==> config.mk <==
export PLATFORM = sky130hd
export DESIGN_NAME = branch_cond_unit_flat
export DESIGN_NICKNAME = d
export VERILOG_FILES = /design/src/rtl/branch_cond_unit_if.sv /design/src/rtl/branch_cond_unit.sv /design/src/flat_wrapper.sv
export SDC_FILE = /design/constraint.sdc
export NUM_CORES = 1
export LEC_CHECK = 0
export BUFFER_PORTS_ARGS = -buffer_cell sky130_fd_sc_hd__buf_2
export CAP_MARGIN = 20
export CELL_PAD_IN_SITES_DETAIL_PLACEMENT = 1
export CELL_PAD_IN_SITES_GLOBAL_PLACEMENT = 2
export CORE_AREA = 2 2 108 110
export DETAILED_ROUTE_END_ITERATION = 10
export DIE_AREA = 0 0 110 112
export GPL_TIMING_DRIVEN = 0
export PLACE_DENSITY_LB_ADDON = 0.1
export SLEW_MARGIN = 20
export SYNTH_ARGS = -nofsm -noshare
export SYNTH_HDL_FRONTEND = slang
export SYNTH_SLANG_ARGS = --single-unit
==> constraint.sdc <==
create_clock -name clk -period 3.5 [get_ports clk]
set_clock_uncertainty 0.2 [all_clocks]
set_input_delay 0.175 -clock clk [delete_from_list [all_inputs] [get_ports clk]]
set_output_delay 0.175 -clock clk [all_outputs]
set_load 0.005 [all_outputs]
==> src/rtl/branch_cond_unit_if.sv <==
// Bus between the LEGv8 datapath and the branch condition unit: ALU flags and
// decoded branch controls in, PC-select, held NZCV flags and debug counters out.
interface branch_cond_unit_if #(
  parameter int COUNT_W = 32
);
  logic               alu_negative;
  logic               alu_zero;
  logic               alu_overflow;
  logic               alu_carry_out;
  logic               set_flags;
  logic               br_cond;
  logic [3:0]         cond;
  logic               cbz;
  logic               cbnz;
  logic               uncond_br;
  logic               count_clear;
  logic               branch_taken;
  logic [3:0]         flags_q;
  logic [COUNT_W-1:0] branch_count;
  logic [COUNT_W-1:0] taken_count;

  // Datapath/decoder side.
  modport master (
    output alu_negative, alu_zero, alu_overflow, alu_carry_out,
    output set_flags, br_cond, cond, cbz, cbnz, uncond_br, count_clear,
    input  branch_taken, flags_q, branch_count, taken_count
  );

  // Branch condition unit side.
  modport slave (
    input  alu_negative, alu_zero, alu_overflow, alu_carry_out,
    input  set_flags, br_cond, cond, cbz, cbnz, uncond_br, count_clear,
    output branch_taken, flags_q, branch_count, taken_count
  );
endinterface

==> src/rtl/branch_cond_unit.sv <==
// Branch resolution for the single-cycle LEGv8 datapath: held NZCV register,
// B.cond / CBZ / CBNZ / B evaluation and saturating branch/taken counters.
module branch_cond_unit #(
  parameter int COUNT_W = 32
) (
  input  logic               clk,
  input  logic               reset,
  branch_cond_unit_if.slave  bus
);
  localparam logic [COUNT_W-1:0] CNT_MAX = '1;

  logic [3:0]         flags_r;
  logic [COUNT_W-1:0] branch_cnt_r;
  logic [COUNT_W-1:0] taken_cnt_r;
  logic               n_f, z_f, c_f, v_f;
  logic               base_true;
  logic               cond_true;
  logic               any_branch;
  logic               taken;

  assign {n_f, z_f, c_f, v_f} = flags_r;

  // Conditions come in complementary pairs: cond[3:1] picks the base test,
  // cond[0] inverts it, except the 111x pair where both encodings mean always.
  always_comb begin
    base_true = 1'b0;
    case (bus.cond[3:1])
      3'b000:  base_true = z_f;
      3'b001:  base_true = c_f;
      3'b010:  base_true = n_f;
      3'b011:  base_true = v_f;
      3'b100:  base_true = c_f & ~z_f;
      3'b101:  base_true = (n_f == v_f);
      3'b110:  base_true = ~z_f & (n_f == v_f);
      default: base_true = 1'b1;
    endcase
    cond_true = (bus.cond[3:1] == 3'b111) ? 1'b1 : (base_true ^ bus.cond[0]);
  end

  // B.cond sees the flags from before this edge; CBZ/CBNZ use the live ALU zero.
  assign taken = (bus.br_cond & cond_true)
               | (bus.cbz & bus.alu_zero)
               | (bus.cbnz & ~bus.alu_zero)
               | bus.uncond_br;

  assign any_branch = bus.br_cond | bus.cbz | bus.cbnz | bus.uncond_br;

  always_ff @(posedge clk or posedge reset) begin
    if (reset) begin
      flags_r <= 4'b0000;
    end else if (bus.set_flags) begin
      flags_r <= {bus.alu_negative, bus.alu_zero, bus.alu_carry_out, bus.alu_overflow};
    end
  end

  always_ff @(posedge clk or posedge reset) begin
    if (reset) begin
      branch_cnt_r <= '0;
      taken_cnt_r  <= '0;
    end else if (bus.count_clear) begin
      branch_cnt_r <= '0;
      taken_cnt_r  <= '0;
    end else begin
      if (any_branch && (branch_cnt_r != CNT_MAX)) begin
        branch_cnt_r <= branch_cnt_r + 1'b1;
      end
      if (taken && (taken_cnt_r != CNT_MAX)) begin
        taken_cnt_r <= taken_cnt_r + 1'b1;
      end
    end
  end

  assign bus.branch_taken = taken;
  assign bus.flags_q      = flags_r;
  assign bus.branch_count = branch_cnt_r;
  assign bus.taken_count  = taken_cnt_r;
endmodule

==> src/flat_wrapper.sv <==
// flat-port wrapper written by rule: the top's interface ports become plain ports
module branch_cond_unit_flat 
#(
  parameter int COUNT_W = 32
)
  (clk, reset, bus_alu_negative, bus_alu_zero, bus_alu_overflow, bus_alu_carry_out, bus_set_flags, bus_br_cond, bus_cond, bus_cbz, bus_cbnz, bus_uncond_br, bus_count_clear, bus_branch_taken, bus_flags_q, bus_branch_count, bus_taken_count);
  branch_cond_unit_if #(.COUNT_W(COUNT_W)) bus_i ();
  input  logic clk;
  input  logic reset;
  input wire logic [$bits(bus_i.alu_negative)-1:0] bus_alu_negative;
  input wire logic [$bits(bus_i.alu_zero)-1:0] bus_alu_zero;
  input wire logic [$bits(bus_i.alu_overflow)-1:0] bus_alu_overflow;
  input wire logic [$bits(bus_i.alu_carry_out)-1:0] bus_alu_carry_out;
  input wire logic [$bits(bus_i.set_flags)-1:0] bus_set_flags;
  input wire logic [$bits(bus_i.br_cond)-1:0] bus_br_cond;
  input wire logic [$bits(bus_i.cond)-1:0] bus_cond;
  input wire logic [$bits(bus_i.cbz)-1:0] bus_cbz;
  input wire logic [$bits(bus_i.cbnz)-1:0] bus_cbnz;
  input wire logic [$bits(bus_i.uncond_br)-1:0] bus_uncond_br;
  input wire logic [$bits(bus_i.count_clear)-1:0] bus_count_clear;
  output wire logic [$bits(bus_i.branch_taken)-1:0] bus_branch_taken;
  output wire logic [$bits(bus_i.flags_q)-1:0] bus_flags_q;
  output wire logic [$bits(bus_i.branch_count)-1:0] bus_branch_count;
  output wire logic [$bits(bus_i.taken_count)-1:0] bus_taken_count;
  assign bus_i.alu_negative = bus_alu_negative;
  assign bus_i.alu_zero = bus_alu_zero;
  assign bus_i.alu_overflow = bus_alu_overflow;
  assign bus_i.alu_carry_out = bus_alu_carry_out;
  assign bus_i.set_flags = bus_set_flags;
  assign bus_i.br_cond = bus_br_cond;
  assign bus_i.cond = bus_cond;
  assign bus_i.cbz = bus_cbz;
  assign bus_i.cbnz = bus_cbnz;
  assign bus_i.uncond_br = bus_uncond_br;
  assign bus_i.count_clear = bus_count_clear;
  assign bus_branch_taken = bus_i.branch_taken;
  assign bus_flags_q = bus_i.flags_q;
  assign bus_branch_count = bus_i.branch_count;
  assign bus_taken_count = bus_i.taken_count;
  branch_cond_unit #(.COUNT_W(COUNT_W)) u_core (.clk(clk), .reset(reset), .bus(bus_i));
endmodule
==> After elaboration in Yosys (flattened, before gate mapping) <==
Index checks and enable logic that the tools add are counted.
W data, S select, Z words.
{ "totals": {"out_inout_bits": 69, "ram_bits": 0, "latchBits": 0, "memories": 0, "register_bits": 68, "mem_bits_ro": 0, "wordCells": 40} }
{ "op_classes": {"bitwise": 14, "div": 0, "n_addsub": 2, "mul": 0, "shift": 0, "n_mux": 6, "order_cmp": 0, "n_reduce_logical": 5, "n_eq_ne": 10} }
{ "ops": {"columns": ["operator", "count"], "rows": [
  ["$mux W32", 4],
  ["$add A32 B1 Y32 const B", 2],
  ["$ne A32 B32 Y1 const B", 2],
  ["$eq A3 B3 Y1 const B", 4],
  ["$pmux W1 S7", 1],
  ["$eq A3 B2 Y1 const B", 2],
  ["$or A1 B1 Y1", 6],
  ["$and A1 B1 Y1", 5],
  ["$reduce_bool A2 Y1", 2],
  ["$eq A3 B1 Y1 const B", 1],
  ["$logic_not A3 Y1", 1],
  ["$logic_and A1 B1 Y1", 2],
  ["$not A1 Y1", 2],
  ["$eq A1 B1 Y1", 1],
  ["$mux W1", 1],
  ["$xor A1 B1 Y1", 1]
]} }

==> Depth between registers and ports, before layout <==
{ "logic_depth": {"ltp_word": 12, "mapped_depth": 8} }

==> Worst setup path before layout <==
Ideal clock, no wire load.
{ "synth_path": {"path_kind": "reg-to-reg", "startpoint": "reg u_core.flags_r[0] (netlist: u_core.bus.flags_q[0])", "endpoint": "reg u_core.taken_cnt_r[19] (netlist: u_core.bus.taken_count[19])", "path_slack_ns": 1.092, "synth_period_minus_slack_ns": 2.408, "path_stages_with_launch": 8, "required_ns": 3.175, "t_arrival_ns": 2.083, "n_path_buf": 1, "setup_ns": 0.125, "path_cell_list": "dfrtp_1 -> mux4_2 -> xnor2_1 -> a21oi_2 -> nand3_4 -> buf_8 -> nor4_1 -> mux2_2"} }
{ "synth_between": {"elab_chain_len": 11} }
{ "synth_lines": {"columns": ["item", "line_no", "source"], "rows": [
  ["from (decl)", "branch_cond_unit.sv:12", "logic [3:0] flags_r;"],
  ["from (signal assigned)", "branch_cond_unit.sv:52", "flags_r <= {bus.alu_negative, bus.alu_zero, bus.alu_carry_out, bus.alu_overflow};"],
  ["$eq A1 B1 Y1", "branch_cond_unit.sv:33, branch_cond_unit.sv:34", null],
  ["$and A1 B1 Y1", "branch_cond_unit.sv:34", "3'b110: base_true = ~z_f & (n_f == v_f);"],
  ["$pmux W1 S7 (*)", "branch_cond_unit.sv:27", "case (bus.cond[3:1])"],
  ["$xor A1 B1 Y1 (*)", "branch_cond_unit.sv:37", "cond_true = (bus.cond[3:1] == 3'b111) ? 1'b1 : (base_true ^ bus.cond[0]);"],
  ["$mux W1 (*)", "branch_cond_unit.sv:37", null],
  ["$and A1 B1 Y1 (*)", "branch_cond_unit.sv:41", "assign taken = (bus.br_cond & cond_true)"],
  ["$or A1 B1 Y1 (*)", "branch_cond_unit.sv:42", "| (bus.cbz & bus.alu_zero)"],
  ["$or A1 B1 Y1 (*)", "branch_cond_unit.sv:43", "| (bus.cbnz & ~bus.alu_zero)"],
  ["$or A1 B1 Y1 (*)", "branch_cond_unit.sv:44", "| bus.uncond_br;"],
  ["$logic_and A1 B1 Y1 (*)", "branch_cond_unit.sv:67", "if (taken && (taken_cnt_r != CNT_MAX)) begin"],
  ["$reduce_bool A2 Y1 (no source line) (*)", null, null],
  ["to (signal assigned)", "branch_cond_unit.sv:68", "taken_cnt_r <= taken_cnt_r + 1'b1;"],
  ["to (decl)", "branch_cond_unit.sv:14", "logic [COUNT_W-1:0] taken_cnt_r;"]
]} }
Mark *: on every way between the ends. The rest lies on a longest branch, timed or not.
A chain may end at the register's enable or synchronous reset.

==> Worst setup path after layout <==
{ "layout_path": {"startpoint": "reg u_core.taken_cnt_r[0] (netlist: u_core.bus.taken_count[0])", "endpoint": "reg u_core.taken_cnt_r[19] (netlist: u_core.bus.taken_count[19])"} }
{ "layout_between": {"elab_chain_len": 3, "word_cells_on_any_way": 6, "cone_classes": "add/sub: 1; eq/ne: 1; mux: 2; reduce/logical: 2"} }
{ "layout_lines": {"columns": ["item", "line_no"], "rows": [
  ["$add A32 B1 Y32 or $ne A32 B32 Y1 (tied branches)", "branch_cond_unit.sv:68, branch_cond_unit.sv:67"],
  ["$mux W32 or $logic_and A1 B1 Y1 (tied branches)", "branch_cond_unit.sv:67"],
  ["$mux W32 or $reduce_bool A2 Y1 (tied branches)", null]
]} }
Parallel ways exist; a longest one is shown, timed or not. The select of a mux whose other input is x is not followed.

==> key figures <==
Flow run
  • MaxCap Viol Count: 0

Synth
  • Yosys warnings: 0
  • Syn nets: 440
  • Post-synth EDFFs: 0
  • Syn Std Cell Area: 3850 sq um
  • Seq/Total Area, Yosys: 44.1%
  • Ys async rst share: between 90% and 100%
  • Seq cells post-synth: 68
  • Syn_area_per_cell: 9.13 sq um
  • Post-synth cell types: 53
  • Most common flop cell mapped by yosys: dfrtp_1
  • Syn Inst Count: between 400 and 500

Worst setup path
  • Reg2Reg Depth: 8
  • RR Endpoint: u_core.bus.taken_count[19]$_DFFE_PP0P_
  • Critical path arrival: between 2 and 3 ns
  • Worst reg2reg setup slack: between 0.6 and 0.7 ns
  • Worst R2R Start: u_core.bus.taken_count[0]$_DFFE_PP0P_
  • CP endpoint kind: flip-flop
  • Critical path peak fanout: 10
  • CP Launch Type: flip-flop
  • CP Class: flip-flop to flip-flop
  • CP Data Required Time: 3.53 ns

Clock tree
  • Post_cts resized: 0
  • CTS tree: done
  • CTS HTree Levels: 3
  • Register clock-pin slew on the reported worst setup and hold paths: ~0.060 ns
  • Worst skew pair latency: roughly 0.34 ns
  • Clock sinks: between 60 and 70
  • CTS buffer count: 9
  • Clock Root Buffer: clkbuf_16
  • Max clock buf depth: 2

Timing
  • Slew Limit Fails: 0
  • Setup repair after global routing missed its margin: false
  • Peak Freq: between 300 and 400 MHz
  • Tcrit/Tclk final: between 80 and 90%
  • Total negative slack: 0 ns
  • Endpoints failing setup: 0
  • Max-slew headroom: ~45%
  • Minimum clock period: around 2.9 ns
  • Hold Fails Final Rpt: 0
  • Worst slew pin tran: between 0.8 and 0.9 ns

Floorplan
  • I/O Pins: 85
  • Die H: 112 um
  • Initial core utilization: approximately a third
  • Std-Cell Rows: 39
  • CORE AREA: 11200 sq um
  • Die area: between 10000 and 15000 sq um
  • Die Wd: approximately 110 um

Hold path
  • Hold depth: 4
  • Hold Crit Class: input pin to flip-flop
  • Hold Path End: u_core.bus.branch_count[1]$_DFFE_PP0P_
  • Min-Delay Startpoint: bus_cbnz

Final layout
  • Diodes inserted: 0
  • Area growth, synth to finish: 26.1%
  • # fillers: between 1000 and 1500
  • Most frequent cells in the layout: 84 x buf_2, 68 x dfrtp_1, 45 x nor2_1
  • Share of layout cells above drive strength 1: between 20% and 30%
  • Leading cell type in the layout, fill and taps excluded: buf_2
  • Fin area: between 4000 and 5000 sq um
  • Final net count: 544

Routing
  • Vias/cell: approximately 5.4
  • DR iter-0 viols: roughly 120
  • Avg WL per Cell: about 17 um
  • Routed Antenna Nets: 0
  • Via count: 3630
  • 1st-pass router iterations: 4
  • Final wirelength: 11600 um
  • DRC violations left: 0

Power and ir drop
  • P_sw: 479 uW
  • Leakage power: 0.00207 uW
  • Peak VDD IR: between 0.00015 and 0.0002 V
  • Internal: 1420 uW
  • Clock network power share: 48.3%
  • Combinational power share: between 8 and 9%
  • Sequential share of power: roughly 43%
  • Cell Pwr Density: ~390 nW/um^2
  • Sw Ratio: between 20% and 30%

Global route
  • First-pass GRT wire length: 19100 um
  • Antenna violations before repair: 0
  • GRT Residual Overflow: 0
  • Vias in the first global route: 3773
  • GRT Total Usage: around a fifth
  • Largest net degree at the start of global routing: 42

Place
  • Hpwl dp: between 8000 and 9000 um
  • PortBufs: just over 80
  • Placed inst area: 4480 sq um
  • Placer Congestion: roughly 0.81

Outcome
  • Outcome: completed
==> Yosys cell counts (all sizes together) (2+ instances only) <==
| cell type | count | area share (%) |
|---|---|---|
| xnor2 | 19 | 4.3 |
| and2 | 3 | 0.49 |
| dfrtp | 68 | 44 |
| or3 | 17 | 2.9 |
| clkbuf | 11 | 1.1 |
| nand4 | 15 | 2.4 |
| o21ai | 18 | 2.3 |
| buf | 6 | 1.3 |
| inv | 16 | 1.6 |
| nor2 | 45 | 4.4 |
| ha | 2 | 0.65 |
| nor4 | 17 | 3.3 |
| nor2b | 8 | 1.3 |
| a21oi | 33 | 4.5 |
| nand2b | 4 | 0.65 |
| nor4b | 2 | 0.45 |
| o31ai | 12 | 2.3 |
| nor3 | 18 | 2.5 |
| and4 | 4 | 0.91 |
| xor2 | 5 | 1.1 |
| mux2 | 14 | 4.2 |
| or2 | 2 | 0.32 |
| or4 | 15 | 3.0 |
| nand2 | 31 | 3.0 |
| nand3 | 22 | 3.2 |
| and3 | 3 | 0.49 |
==> registers in the layout, indices dropped and copies added, names as in the netlist <==
| signal | count |
|---|---|
| u_core.bus.branch_count | 32 |
| u_core.bus.flags_q | 4 |
| u_core.bus.taken_count | 32 |
==> stage by stage <==
| stage | utilization (%) | power (uW) | cells | setup WS (ns) | hold WS, ns |
|---|---|---|---|---|---|
| floorplan | - | 916 | 422 | 1.09 | 0.127 |
| detailed placement | 40.1 | 986 | 649 | 0.605 | 0.00834 |
| finish | 43.5 | 1890 | 674 | 0.614 | 0.101 |
| global route | 43.5 | 1980 | 674 | 0.377 | 0.177 |
| global placement | 39.8 | 977 | 648 | 0.267 | 0.207 |
| CTS | 43.5 | 1920 | 674 | 0.587 | 0.109 |
==> power groups by stage <==
stage	sequential [uW]	combinational (uW)	clock [uW]
finish	815	165	916
CTS	815	168	935
global placement	828	149	0
global route	817	183	978
detailed placement	829	156	0
floorplan	828	88.8	0
==> cells by family after synthesis <==
group | Yosys count | synth area share, %
AO/OA/AOI/OAI | 71 | 11.0
XOR/XNOR | 24 | 5.45
buffers and inverters | 33 | 3.96
multiplexers | 16 | 5.03
flip-flops | 68 | 44.1
AND/OR/NAND/NOR | 208 | 29.8
adder cells (fa/ha/maj) | 2 | 0.649
==> how the worst max path moves through the flow <==
stage                                                     start                                 endpoint  slack (ns)  cells after the start
after global placement                                    reset  u_core.bus.branch_count[16]$_DFFE_PP0P_        0.27                      2
after global routing      u_core.bus.taken_count[0]$_DFFE_PP0P_   u_core.bus.taken_count[19]$_DFFE_PP0P_        0.38                      8
final                     u_core.bus.taken_count[0]$_DFFE_PP0P_   u_core.bus.taken_count[19]$_DFFE_PP0P_        0.61                      8
after CTS                 u_core.bus.taken_count[0]$_DFFE_PP0P_   u_core.bus.taken_count[19]$_DFFE_PP0P_        0.59                      8
after floorplan               u_core.bus.flags_q[0]$_DFFE_PP0P_   u_core.bus.taken_count[19]$_DFFE_PP0P_        1.09                      7
after detailed placement  u_core.bus.taken_count[0]$_DFFE_PP0P_   u_core.bus.taken_count[19]$_DFFE_PP0P_        0.61                      8
==> final cells by class <==
class	instances	area [sq um]	area share [%]
multi-input combinational	321	2000	41.1
sequential	68	1700	35.0
timing repair buffer	93	533	11.0
clock buffer	9	225	4.63
tap	143	179	3.68
buffer	17	92.6	1.90
clock inverter	7	67.6	1.39
inverter	16	62.6	1.29
==> what timing repair did <==
| item | CTS | global route |
|---|---|---|
| hold buffers | 9 | 0 |
| setup buffers | 0 | 0 |
| hold endpoints to repair | 31 | 0 |
==> critical path, cell delays in order, from the launching register on <==
cell and delay, ns:
dfrtp_1 0.42, ha_1 0.22, nand2_1 0.17, nor4_2 0.41, nand3_1 0.22, nand2_1 0.25, clkbuf_1 0.45, nor4_1 0.13
mux2_2 0.29
==> per-layer routing <==
metal  track usage (%)  up-vias  wire (um)
met2              33.5       64       5730
met4              5.91        0        127
met3              4.57       11        432
met1              25.3     1803       5310
met5                 0        -          0
li1                  -     1752          -
(Power assumes the default switching activity.)
